===== src/rtl/minv_pkg.sv =====
// Shared definitions for the MINV core, its host-side controller and the bus wrapper.
package minv_pkg;

  localparam int unsigned WORD_W  = 16;
  localparam int unsigned N_WORDS = 16;
  localparam int unsigned OP_W    = WORD_W * N_WORDS;
  localparam int unsigned CNT_W   = $clog2(N_WORDS);

  localparam logic [1:0] FLAG_TMO = 2'b11;

  typedef enum logic [2:0] {
    StIdle,
    StLoadA,
    StLoadP,
    StKick,
    StWait,
    StRead,
    StDone
  } minv_state_e;

endpackage


===== src/rtl/minv_if.sv =====
// Word-serial link between the host controller (master) and the MINV core (slave).
interface minv_if;
  import minv_pkg::*;

  logic [WORD_W-1:0] datain;
  logic              loada;
  logic              loadp;
  logic              minv_en;
  logic              outx1;
  logic              minv_rdy;
  logic [1:0]        minv_flag;
  logic [WORD_W-1:0] regx1out;

  modport master (
    output datain, loada, loadp, minv_en, outx1,
    input  minv_rdy, minv_flag, regx1out
  );

  modport slave (
    input  datain, loada, loadp, minv_en, outx1,
    output minv_rdy, minv_flag, regx1out
  );

endinterface


===== src/rtl/minv_word_shifter.sv =====
// Operand-wide shift register: parallel load, shifts right one word per cycle,
// low word is the serial output and sin enters at the MSB side.
module minv_word_shifter
  import minv_pkg::*;
(
  input  logic              clk,
  input  logic              rst_n,
  input  logic              load,
  input  logic [OP_W-1:0]   load_data,
  input  logic              shift,
  input  logic [WORD_W-1:0] sin,
  output logic [OP_W-1:0]   q
);

  logic [OP_W-1:0] q_q;

  always_ff @(posedge clk or negedge rst_n) begin
    if (!rst_n) begin
      q_q <= '0;
    end else if (load) begin
      q_q <= load_data;
    end else if (shift) begin
      q_q <= {sin, q_q[OP_W-1:WORD_W]};
    end
  end

  assign q = q_q;

endmodule


===== src/rtl/minv_host_ctrl.sv =====
// Host-side initiator for the MINV core: streams a and p word-serially, kicks the core,
// waits for ready under a watchdog and drains x1 back into a 256-bit result.
module minv_host_ctrl
  import minv_pkg::*;
#(
  parameter int unsigned RD_LAT = 1,
  parameter int unsigned TMO_W  = 16
) (
  input  logic            clk,
  input  logic            rst_n,
  input  logic            start,
  input  logic [OP_W-1:0] a_in,
  input  logic [OP_W-1:0] p_in,
  output logic            busy,
  output logic            done,
  output logic [OP_W-1:0] result,
  output logic [1:0]      flag,
  minv_if.master          core
);

  minv_state_e       state_q;
  logic [CNT_W-1:0]  word_cnt_q;
  logic [CNT_W-1:0]  rx_cnt_q;
  logic [TMO_W-1:0]  tmo_cnt_q;
  logic [RD_LAT-1:0] vld_pipe_q;
  logic [OP_W-1:0]   p_q;
  logic              busy_q, done_q, loada_q, loadp_q, minv_en_q, outx1_q;
  logic [1:0]        flag_q;

  logic            accept, last_word, rx_vld, rdy_take, tmo_hit;
  logic            tx_load, tx_shift, rx_load, rx_shift;
  logic [OP_W-1:0] tx_q;

  assign accept    = (state_q == StIdle) && start;
  assign last_word = (word_cnt_q == CNT_W'(N_WORDS - 1));
  assign rx_vld    = vld_pipe_q[RD_LAT-1];
  // A ready still high from the previous operation must not be taken in the first WAIT cycle.
  assign rdy_take  = core.minv_rdy && (tmo_cnt_q != '0);
  assign tmo_hit   = (tmo_cnt_q == {{(TMO_W-1){1'b1}}, 1'b0});

  // The tx register holds a, then is reloaded with p on the last LOAD_A cycle so that
  // the P words follow with no gap; zeros shift in, leaving datain at 0 afterwards.
  assign tx_load  = accept || ((state_q == StLoadA) && last_word);
  assign tx_shift = (state_q == StLoadA) || (state_q == StLoadP);
  assign rx_load  = (state_q == StWait) && !rdy_take && tmo_hit;
  assign rx_shift = (state_q == StRead) && rx_vld;

  minv_word_shifter u_tx (
    .clk       (clk),
    .rst_n     (rst_n),
    .load      (tx_load),
    .load_data (accept ? a_in : p_q),
    .shift     (tx_shift),
    .sin       ('0),
    .q         (tx_q)
  );

  minv_word_shifter u_rx (
    .clk       (clk),
    .rst_n     (rst_n),
    .load      (rx_load),
    .load_data ('0),
    .shift     (rx_shift),
    .sin       (core.regx1out),
    .q         (result)
  );

  always_ff @(posedge clk or negedge rst_n) begin
    if (!rst_n) begin
      state_q    <= StIdle;
      word_cnt_q <= '0;
      rx_cnt_q   <= '0;
      tmo_cnt_q  <= '0;
      vld_pipe_q <= '0;
      p_q        <= '0;
      busy_q     <= 1'b0;
      done_q     <= 1'b0;
      loada_q    <= 1'b0;
      loadp_q    <= 1'b0;
      minv_en_q  <= 1'b0;
      outx1_q    <= 1'b0;
      flag_q     <= 2'b00;
    end else begin
      done_q     <= 1'b0;
      minv_en_q  <= 1'b0;
      // Delay line marking the cycles on which a requested x1 word is on regx1out.
      vld_pipe_q <= RD_LAT'({vld_pipe_q, outx1_q});
      unique case (state_q)
        StIdle: begin
          if (start) begin
            p_q        <= p_in;
            busy_q     <= 1'b1;
            loada_q    <= 1'b1;
            word_cnt_q <= '0;
            state_q    <= StLoadA;
          end
        end
        StLoadA: begin
          word_cnt_q <= word_cnt_q + CNT_W'(1);
          if (last_word) begin
            loada_q <= 1'b0;
            loadp_q <= 1'b1;
            state_q <= StLoadP;
          end
        end
        StLoadP: begin
          word_cnt_q <= word_cnt_q + CNT_W'(1);
          if (last_word) begin
            loadp_q   <= 1'b0;
            minv_en_q <= 1'b1;
            state_q   <= StKick;
          end
        end
        StKick: begin
          tmo_cnt_q <= '0;
          state_q   <= StWait;
        end
        StWait: begin
          if (rdy_take) begin
            flag_q     <= core.minv_flag;
            outx1_q    <= 1'b1;
            word_cnt_q <= '0;
            rx_cnt_q   <= '0;
            state_q    <= StRead;
          end else if (tmo_hit) begin
            flag_q  <= FLAG_TMO;
            busy_q  <= 1'b0;
            done_q  <= 1'b1;
            state_q <= StDone;
          end else begin
            tmo_cnt_q <= tmo_cnt_q + TMO_W'(1);
          end
        end
        StRead: begin
          if (outx1_q) begin
            word_cnt_q <= word_cnt_q + CNT_W'(1);
            if (last_word) begin
              outx1_q <= 1'b0;
            end
          end
          if (rx_vld) begin
            rx_cnt_q <= rx_cnt_q + CNT_W'(1);
            if (rx_cnt_q == CNT_W'(N_WORDS - 1)) begin
              busy_q  <= 1'b0;
              done_q  <= 1'b1;
              state_q <= StDone;
            end
          end
        end
        StDone: begin
          state_q <= StIdle;
        end
        default: begin
          state_q <= StIdle;
        end
      endcase
    end
  end

  assign busy         = busy_q;
  assign done         = done_q;
  assign flag         = flag_q;
  assign core.datain  = tx_q[WORD_W-1:0];
  assign core.loada   = loada_q;
  assign core.loadp   = loadp_q;
  assign core.minv_en = minv_en_q;
  assign core.outx1   = outx1_q;

  a_strobe_excl: assert property (@(posedge clk) disable iff (!rst_n)
    $onehot0({loada_q, loadp_q, minv_en_q, outx1_q}));

  a_tx_drained: assert property (@(posedge clk) disable iff (!rst_n)
    (state_q == StKick) |-> (tx_q == '0));

endmodule

===== src/flat_wrapper.sv =====
// flat-port wrapper written by rule: the top's interface ports become plain ports
module minv_host_ctrl_flat import minv_pkg::*;
#(
  parameter int unsigned RD_LAT = 1,
  parameter int unsigned TMO_W  = 16
)
  (clk, rst_n, start, a_in, p_in, busy, done, result, flag, core_datain, core_loada, core_loadp, core_minv_en, core_outx1, core_minv_rdy, core_minv_flag, core_regx1out);
  minv_if core_i ();
  input  logic clk;
  input  logic rst_n;
  input  logic start;
  input  logic [OP_W-1:0] a_in;
  input  logic [OP_W-1:0] p_in;
  output logic busy;
  output logic done;
  output logic [OP_W-1:0] result;
  output logic [1:0] flag;
  output wire logic [$bits(core_i.datain)-1:0] core_datain;
  output wire logic [$bits(core_i.loada)-1:0] core_loada;
  output wire logic [$bits(core_i.loadp)-1:0] core_loadp;
  output wire logic [$bits(core_i.minv_en)-1:0] core_minv_en;
  output wire logic [$bits(core_i.outx1)-1:0] core_outx1;
  input wire logic [$bits(core_i.minv_rdy)-1:0] core_minv_rdy;
  input wire logic [$bits(core_i.minv_flag)-1:0] core_minv_flag;
  input wire logic [$bits(core_i.regx1out)-1:0] core_regx1out;
  assign core_datain = core_i.datain;
  assign core_loada = core_i.loada;
  assign core_loadp = core_i.loadp;
  assign core_minv_en = core_i.minv_en;
  assign core_outx1 = core_i.outx1;
  assign core_i.minv_rdy = core_minv_rdy;
  assign core_i.minv_flag = core_minv_flag;
  assign core_i.regx1out = core_regx1out;
  minv_host_ctrl #(.RD_LAT(RD_LAT), .TMO_W(TMO_W)) u_core (.clk(clk), .rst_n(rst_n), .start(start), .a_in(a_in), .p_in(p_in), .busy(busy), .done(done), .result(result), .flag(flag), .core(core_i));
endmodule

===== config.mk =====
export PLATFORM = sky130hd
export DESIGN_NAME = minv_host_ctrl_flat
export DESIGN_NICKNAME = d
export VERILOG_FILES = /design/src/rtl/minv_pkg.sv /design/src/rtl/minv_if.sv /design/src/rtl/minv_word_shifter.sv /design/src/rtl/minv_host_ctrl.sv /design/src/flat_wrapper.sv
export SDC_FILE = /design/constraint.sdc
export NUM_CORES = 2
export LEC_CHECK = 0
export ABC_AREA = 1
export BUFFER_PORTS_ARGS = -buffer_cell sky130_fd_sc_hd__buf_2
export CAP_MARGIN = 15
export CORE_AREA = 2 2 319 321
export DETAILED_ROUTE_END_ITERATION = 12
export DIE_AREA = 0 0 321 323
export PLACE_DENSITY = 0.66
export RECOVER_POWER = 50
export SLEW_MARGIN = 20
export SYNTH_ARGS = -nofsm -noshare
export SYNTH_HDL_FRONTEND = slang
export SYNTH_SLANG_ARGS = --single-unit

===== constraint.sdc =====
create_clock -name clk -period 1.9 [get_ports clk]
set_input_delay 0 -clock clk [delete_from_list [all_inputs] [get_ports clk]]
set_output_delay 0 -clock clk [all_outputs]
set_load 0.01 [all_outputs]

# --- Word-level counts from Yosys, hierarchy flattened ---
# Cells that the tools add are included.
# Widths: inputs -> output; s select.
word_totals:
  reg_bits: 804
  in_bits: 534
  output_inout_bits: 280
  elab_cells: 113
classes:
  n_addsub: 3
  eq_ne: 19
  mux: 45
  n_reduce_logical: 31
op_table:
  columns: ["op", "count"]
  rows:
  - ["$mux 256", 5]
  - ["$mux 16", 2]
  - ["$pmux 16 s2", 1]
  - ["$mux 3", 7]
  - ["$pmux 3 s6", 1]
  - ["$add 16x1->16 const B", 1]
  - ["$eq 16x16->1 const B", 1]
  - ["$mux 1", 16]
  - ["$mux 4", 4]
  - ["$pmux 4 s4", 1]
  - ["$reduce_bool 16->1", 1]
  - ["$reduce_bool 2->1", 7]
  - ["$ne 2x1->1 const B", 6]
  - ["$reduce_and 3->1", 4]
  - ["$reduce_and 6->1", 2]
  - ["$add 4x1->4 const B", 2]
  - ["$eq 4x4->1 const B", 2]
  - ["$ne 2x2->1 const B", 4]
  - ["$pmux 1 s2", 4]
  - ["$pmux 4 s2", 1]
  - ["$eq 3x2->1 const B", 2]
  - ["$eq 3x3->1 const B", 2]
  - ["$logic_and 1x1->1", 6]
  - ["$reduce_and 2->1", 3]
  - ["other kinds (11)", 13]

# --- Depth between registers and ports, before layout ---
logic_depth:
  word_depth: 6
  mapped_depth: 11
  ltp_nobuf: 11

# --- Modules after synthesis ---
# A second synthesis with hierarchy kept.
hier_totals:
  hier_cells: 4711
  hier_area_um2: 37324.5
modules_own_cells:
  columns: ["mod", "instances", "cells_per_inst", "area_per_inst_um2", "seq_area_each_um2"]
  rows:
  - ["minv_word_shifter", 2, 1396, 11723.7, 6406.1]
  - ["minv_host_ctrl", 1, 1919, 13877.1, 7307.0]

# --- Worst setup path after synthesis ---
# No wires, ideal clock.
synth_path:
  path_kind: "reg2reg"
  start: "register u_core.tmo_cnt_q[0]"
  end: "register u_core.u_rx.q_q[16] (netlist: u_core.u_rx.q[16])"
  setup_ps: 118
  t_arrival_ps: 1588
  required_ps: 1782
  slack_ps: 195
  stages_incl_launch_ff: 12
  n_path_buf: 2
  synth_period_minus_slack_ps: 1705
  cell_sequence: "dfrtp_1 inv_1 ha_1 inv_1 nor2_1 nand2_1 nor2_2 nand3_2 buf_6 buf_4 nand3_1 nand2_1"
synth_via:
  elab_chain_len: 6
  word_cells_on_any_way: 8
  cone_classes: "eq/ne: 1; mux: 1; reduce/logical: 6"
synth_rtl:
  columns: ["item", "line_no", "source"]
  rows:
  - ["from (decl)", "minv_host_ctrl.sv:24", "logic [TMO_W-1:0] tmo_cnt_q;"]
  - ["from (signal assigned)", "minv_host_ctrl.sv:131", "tmo_cnt_q <= tmo_cnt_q + TMO_W'(1);"]
  - ["$reduce_bool 16->1", "minv_host_ctrl.sv:38", "assign rdy_take = core.minv_rdy && (tmo_cnt_q != '0);"]
  - ["$logic_and 1x1->1", "minv_host_ctrl.sv:38", null]
  - ["$logic_not 1->1", "minv_host_ctrl.sv:45", "assign rx_load = (state_q == StWait) && !rdy_take && tmo_hit;"]
  - ["$logic_and 1x1->1", "minv_host_ctrl.sv:45", null]
  - ["$logic_and 1x1->1 (*)", "minv_host_ctrl.sv:45", null]
  - ["$mux 256 / $reduce_bool 2->1 (equally long branches)", null, null]
  - ["to (signal assigned)", "minv_word_shifter.sv:21", "q_q <= load_data;"]
  - ["to (signal assigned)", "minv_word_shifter.sv:23", "q_q <= {sin, q_q[OP_W-1:WORD_W]};"]
  - ["to (decl)", "minv_word_shifter.sv:15", "logic [OP_W-1:0] q_q;"]
# Every way passes the cells marked *; elsewhere a longest branch is shown, timed or not.
# A chain may end at the register's enable or synchronous reset.

# --- Worst setup path after layout ---
layout_path:
  start: "register u_core.state_q[2]"
  end: "register u_core.u_tx.q_q[176] (netlist: u_core.u_tx.q[176])"
layout_via:
  elab_chain_len: 4
  word_cells_on_any_way: 10
  cone_classes: "eq/ne: 2; mux: 2; reduce/logical: 6"
layout_rtl:
  columns: ["item", "line_no", "source"]
  rows:
  - ["from (decl)", "minv_host_ctrl.sv:21", "minv_state_e state_q;"]
  - ["from (signal assigned)", "minv_host_ctrl.sv:70", "state_q <= StIdle;"]
  - ["from (signal assigned)", "minv_host_ctrl.sv:95", "state_q <= StLoadA;"]
  - ["from (signal assigned)", "minv_host_ctrl.sv:103", "state_q <= StLoadP;"]
  - ["$logic_not 3->1 / $eq 3x1->1 (equally long branches)", "minv_host_ctrl.sv:34, minv_host_ctrl.sv:43, minv_host_ctrl.sv:44", null]
  - ["$logic_and 1x1->1, on equally long branches", "minv_host_ctrl.sv:34, minv_host_ctrl.sv:43", null]
  - ["$mux 256 / $logic_or 1x1->1 (equally long branches)", "minv_host_ctrl.sv:52, minv_host_ctrl.sv:43", null]
  - ["$mux 256 / $reduce_bool 2->1 (equally long branches)", null, null]
  - ["to (signal assigned)", "minv_word_shifter.sv:21", null]
  - ["to (signal assigned)", "minv_word_shifter.sv:23", null]
  - ["to (decl)", "minv_word_shifter.sv:15", null]
# Parallel ways exist; a longest one is shown, timed or not.

==> Implementation_results.wiki <==
{| class="wikitable"
! Metric !! Value
|-
| Number of levels the H-tree was split into || 3
|-
| Overall global routing resource usage || 0.259
|-
| Post-Synth Simple-Gate Area || 0.316
|-
| Multi-input combinational cell area || 14400 µm²
|-
| Setup_tns || -138 ps
|-
| Class of the tightest hold or removal check || in -> reg
|-
| Post-layout total power || 84500 µW
|-
| Pin count of the biggest net entering global routing || 107
|-
| Commonest cells after routing, fill and taps aside || nand2_1, dfrtp_1, buf_2
|-
| Routed length per placed instance || 21.3 µm
|-
| Outcome || finished with violations
|-
| Unique cell type count in the Yosys netlist || 34
|-
| Power density of the placed cells || 1610 nW/µm²
|-
| WP data required || 2430 ps
|-
| Vias after detailed routing || 37000
|-
| Final Hold Viols || 0
|-
| Category of the most critical setup path || reg -> reg
|-
| Final WL || 149000 µm
|-
| Slew @ Worst Pin || 1130 ps
|-
| Gate count of the mapped netlist || 4177
|-
| Compound-cell area share of the yosys netlist || 0.0605
|-
| Nature of the critical path startpoint || flop
|-
| Max-slew headroom || 0.248
|-
| Reported max-cap violation count || 0
|-
| Min Clock Period, post-route || 1950 ps
|-
| Grt ovf || 0
|-
| Worst Skew || 32.4 ps
|-
| Post-synthesis mux area share || 0.000282
|-
| Achievable frequency || 513 MHz
|-
| Routability congestion estimate from global placement || 0.966
|-
| Kind of end point of the critical path || flop
|-
| Total I/O pin count || 814
|-
| Clock tree from TritonCTS || yes
|-
| Post-synthesis instance area || 35400 µm²
|-
| Die X || 321 µm
|-
| Wire length of the first global-routing pass || 207000 µm
|-
| Clock transition at the registers of the reported paths || 60 ps
|-
| Number of warnings printed during yosys synthesis || 0
|-
| Worst supply voltage drop on vdd || 0.932 mV
|-
| Input/output buffers || 813
|-
| Number of cells in the design after placement || 6231
|-
| Setup ws final || -49.2 ps
|-
| CTS Buf Count || 88
|-
| Failing checks || setup timing
|-
| Asr flop ratio synth || 1.00
|-
| Antenna violations before repair || 13
|-
| Xor and xnor fraction of the mapped netlist area || 0.00222
|-
| Worst-case setup slack after placement || -50.3 ps
|-
| DIE HEIGHT || 323 µm
|-
| Total number of placement rows || 117
|-
| Leading cell type in the layout, fill and taps excluded || nand2_1
|-
| Root Buffer Master || clkbuf_16
|-
| Data arrival time at the worst-slack endpoint || 2470 ps
|-
| Final Slew Violations || 0
|-
| Total half-perimeter wirelength after legalization and detailed placement || 91500 µm
|-
| Filler cell count in the final layout || 8625
|-
| Share of the cycle needed by the critical path after routing || 1.03
|-
| Standard cell core area || 101000 µm²
|-
| Maximum net fanout on the critical path || 106
|-
| Clock tree sinks || 804
|-
| Number of global-route vias before repair || 35000
|-
| Net count after synthesis || 4716
|-
| FF+latch count, synth || 804
|-
| Final design utilization || 0.522
|-
| Leak Pwr || 0.0257 µW
|-
| Via count normalized by instance count || 5.27
|-
| Number of nets in the layout || 6173
|-
| Post-Syn Area per Cell || 8.49 µm²
|-
| Layout cell share with drive strength beyond 1 || 0.254
|-
| Count of flip-flops with a built-in enable after synthesis || 0
|-
| Worst-case clock buffer depth || 3
|-
| Flip-flop and latch area || 20100 µm²
|-
| Area grow syn2layout || 48.5%
|-
| Final setup viols || 9
|-
| Adder and majority gate portion of the synthesized area || 0.00176
|-
| Sequential area share after synthesis || 0.568
|-
| Number of non-filler instances in the completed layout || 7020
|-
| Unrepaired setup endpoints after global routing || yes
|-
| Combinational family with the most area after synthesis || simple AND/OR/NAND/NOR gates
|-
| Remaining antenna violation count || 0
|-
| Iteration-0 DRC count of the detailed router || 3912
|-
| Post-synth top flop || dfrtp_1
|-
| Starting density of the core || 0.352
|-
| DRC Markers || 0
|-
| Die area || 104000 µm²
|-
| Clock latency reported for the late side of the worst-skew pair || 660 ps
|-
| First-pass iteration count of the detailed router || 6
|}
-- where the power goes --
group / internal, µW / switching [µW]
clock network: 10100 / 7210
registers: 25100 / 5330
logic: 14400 / 22300
total: 49600 / 34900
-- synth_stat cells (4+ instances only) --
library cell / instances / area [µm²]
buf_1: 7 / 26.3
buf_2: 193 / 966
buf_4: 50 / 375
buf_6: 27 / 304
clkbuf_1: 18 / 67.6
dfrtp_1: 804 / 20100
ha_1: 5 / 62.6
inv_1: 21 / 78.8
inv_2: 4 / 15.0
nand2_1: 2160 / 8110
nand2_2: 4 / 25.0
nand3_1: 524 / 2620
nand4_1: 5 / 31.3
nor2_1: 53 / 199
nor2_4: 4 / 45.0
o211ai_1: 225 / 1690
o211ai_2: 28 / 350
o21ai_0: 8 / 40.0
o21bai_1: 4 / 30.0
xnor2_1: 6 / 52.6
-- path summary, 6_finish.rpt --
path / slack (ps) / startpoint / cells after the start / end
max: -50 / u_core.state_q[2] / 9 / u_core.u_tx.q[176]
min: 80 / p_in[247] / 4 / u_core.p_q[247]
max reg2reg: -50 / u_core.state_q[2] / 9 / u_core.u_tx.q[176]
min reg2reg: 430 / u_core.core.outx1 / 0 / u_core.rx_vld
max in group asynchronous: 180 / rst_n / 3 / u_core.u_tx.q[115]
min in group asynchronous: 710 / rst_n / 3 / u_core.u_rx.q[226]
-- routing by layer --
layer  share of wire  wire [µm]  GRT usage
met2            0.45      66700      0.405
met3           0.091      13500     0.0567
met1            0.39      59000      0.333
met5         0.00050         74          0
met4           0.068      10100      0.151
-- through the flow --
stage	instance area [µm²]	hold slack, ps
3_3_place_gp	41900	22.2
2_1_floorplan	35400	-296
6_report	52600	79.4
3_5_place_dp	41900	29.3
5_1_grt	52600	51.9
4_1_cts	50900	1.05
-- kinds of logic after synthesis --
group	count (synthesis)
flip-flops	804
multiplexers	1
AO/OA/AOI/OAI	270
adder cells (fa/ha/maj)	5
buffers and inverters	320
XOR/XNOR	9
AND/OR/NAND/NOR	2768
-- flip-flops by register name, summed over array words and instances, names as in the netlist --
signal,cells
u_core.flag,2
u_core.core.loada,1
u_core.core.outx1,1
u_core.p_q,256
u_core.word_cnt_q,4
u_core.u_tx.q,256
u_core.done,1
u_core.rx_vld,1
u_core.state_q,3
u_core.tmo_cnt_q,16
u_core.core.minv_en,1
u_core.busy,1
u_core.rx_cnt_q,4
u_core.core.loadp,1
u_core.u_rx.q,256
-- layout make-up --
type                       count  area share
antenna                       13    0.000618
clock buffer                 131      0.0499
clock inverter                23     0.00535
inverter                      25     0.00235
multi-input combinational   3053       0.273
sequential                   804       0.382
tap                         1309      0.0311
timing repair buffer        1660       0.255
timing repair inverter         2    0.000333
-- worst max-delay path, stage by stage, from the launching register on --
cell and delay (ps):
dfrtp_2 440, nor2_4 140, nand2_4 100, inv_4 90, nand2_8 90, buf_16 230
nand2_1 230, nand3_2 160, o211ai_1 130, nand2_1 90
-- timing repair --
item / CTS / global route
setup endpoints to repair: 53 / 556
pin swaps: 18 / 95
endpoints found under the hold margin: 1341 / 0
hold buffers: 535 / 0
gates resized for setup: 64 / 249
setup buffers: 26 / 36
gates cloned: 10 / 24
Power figures use the tool's default switching activity.
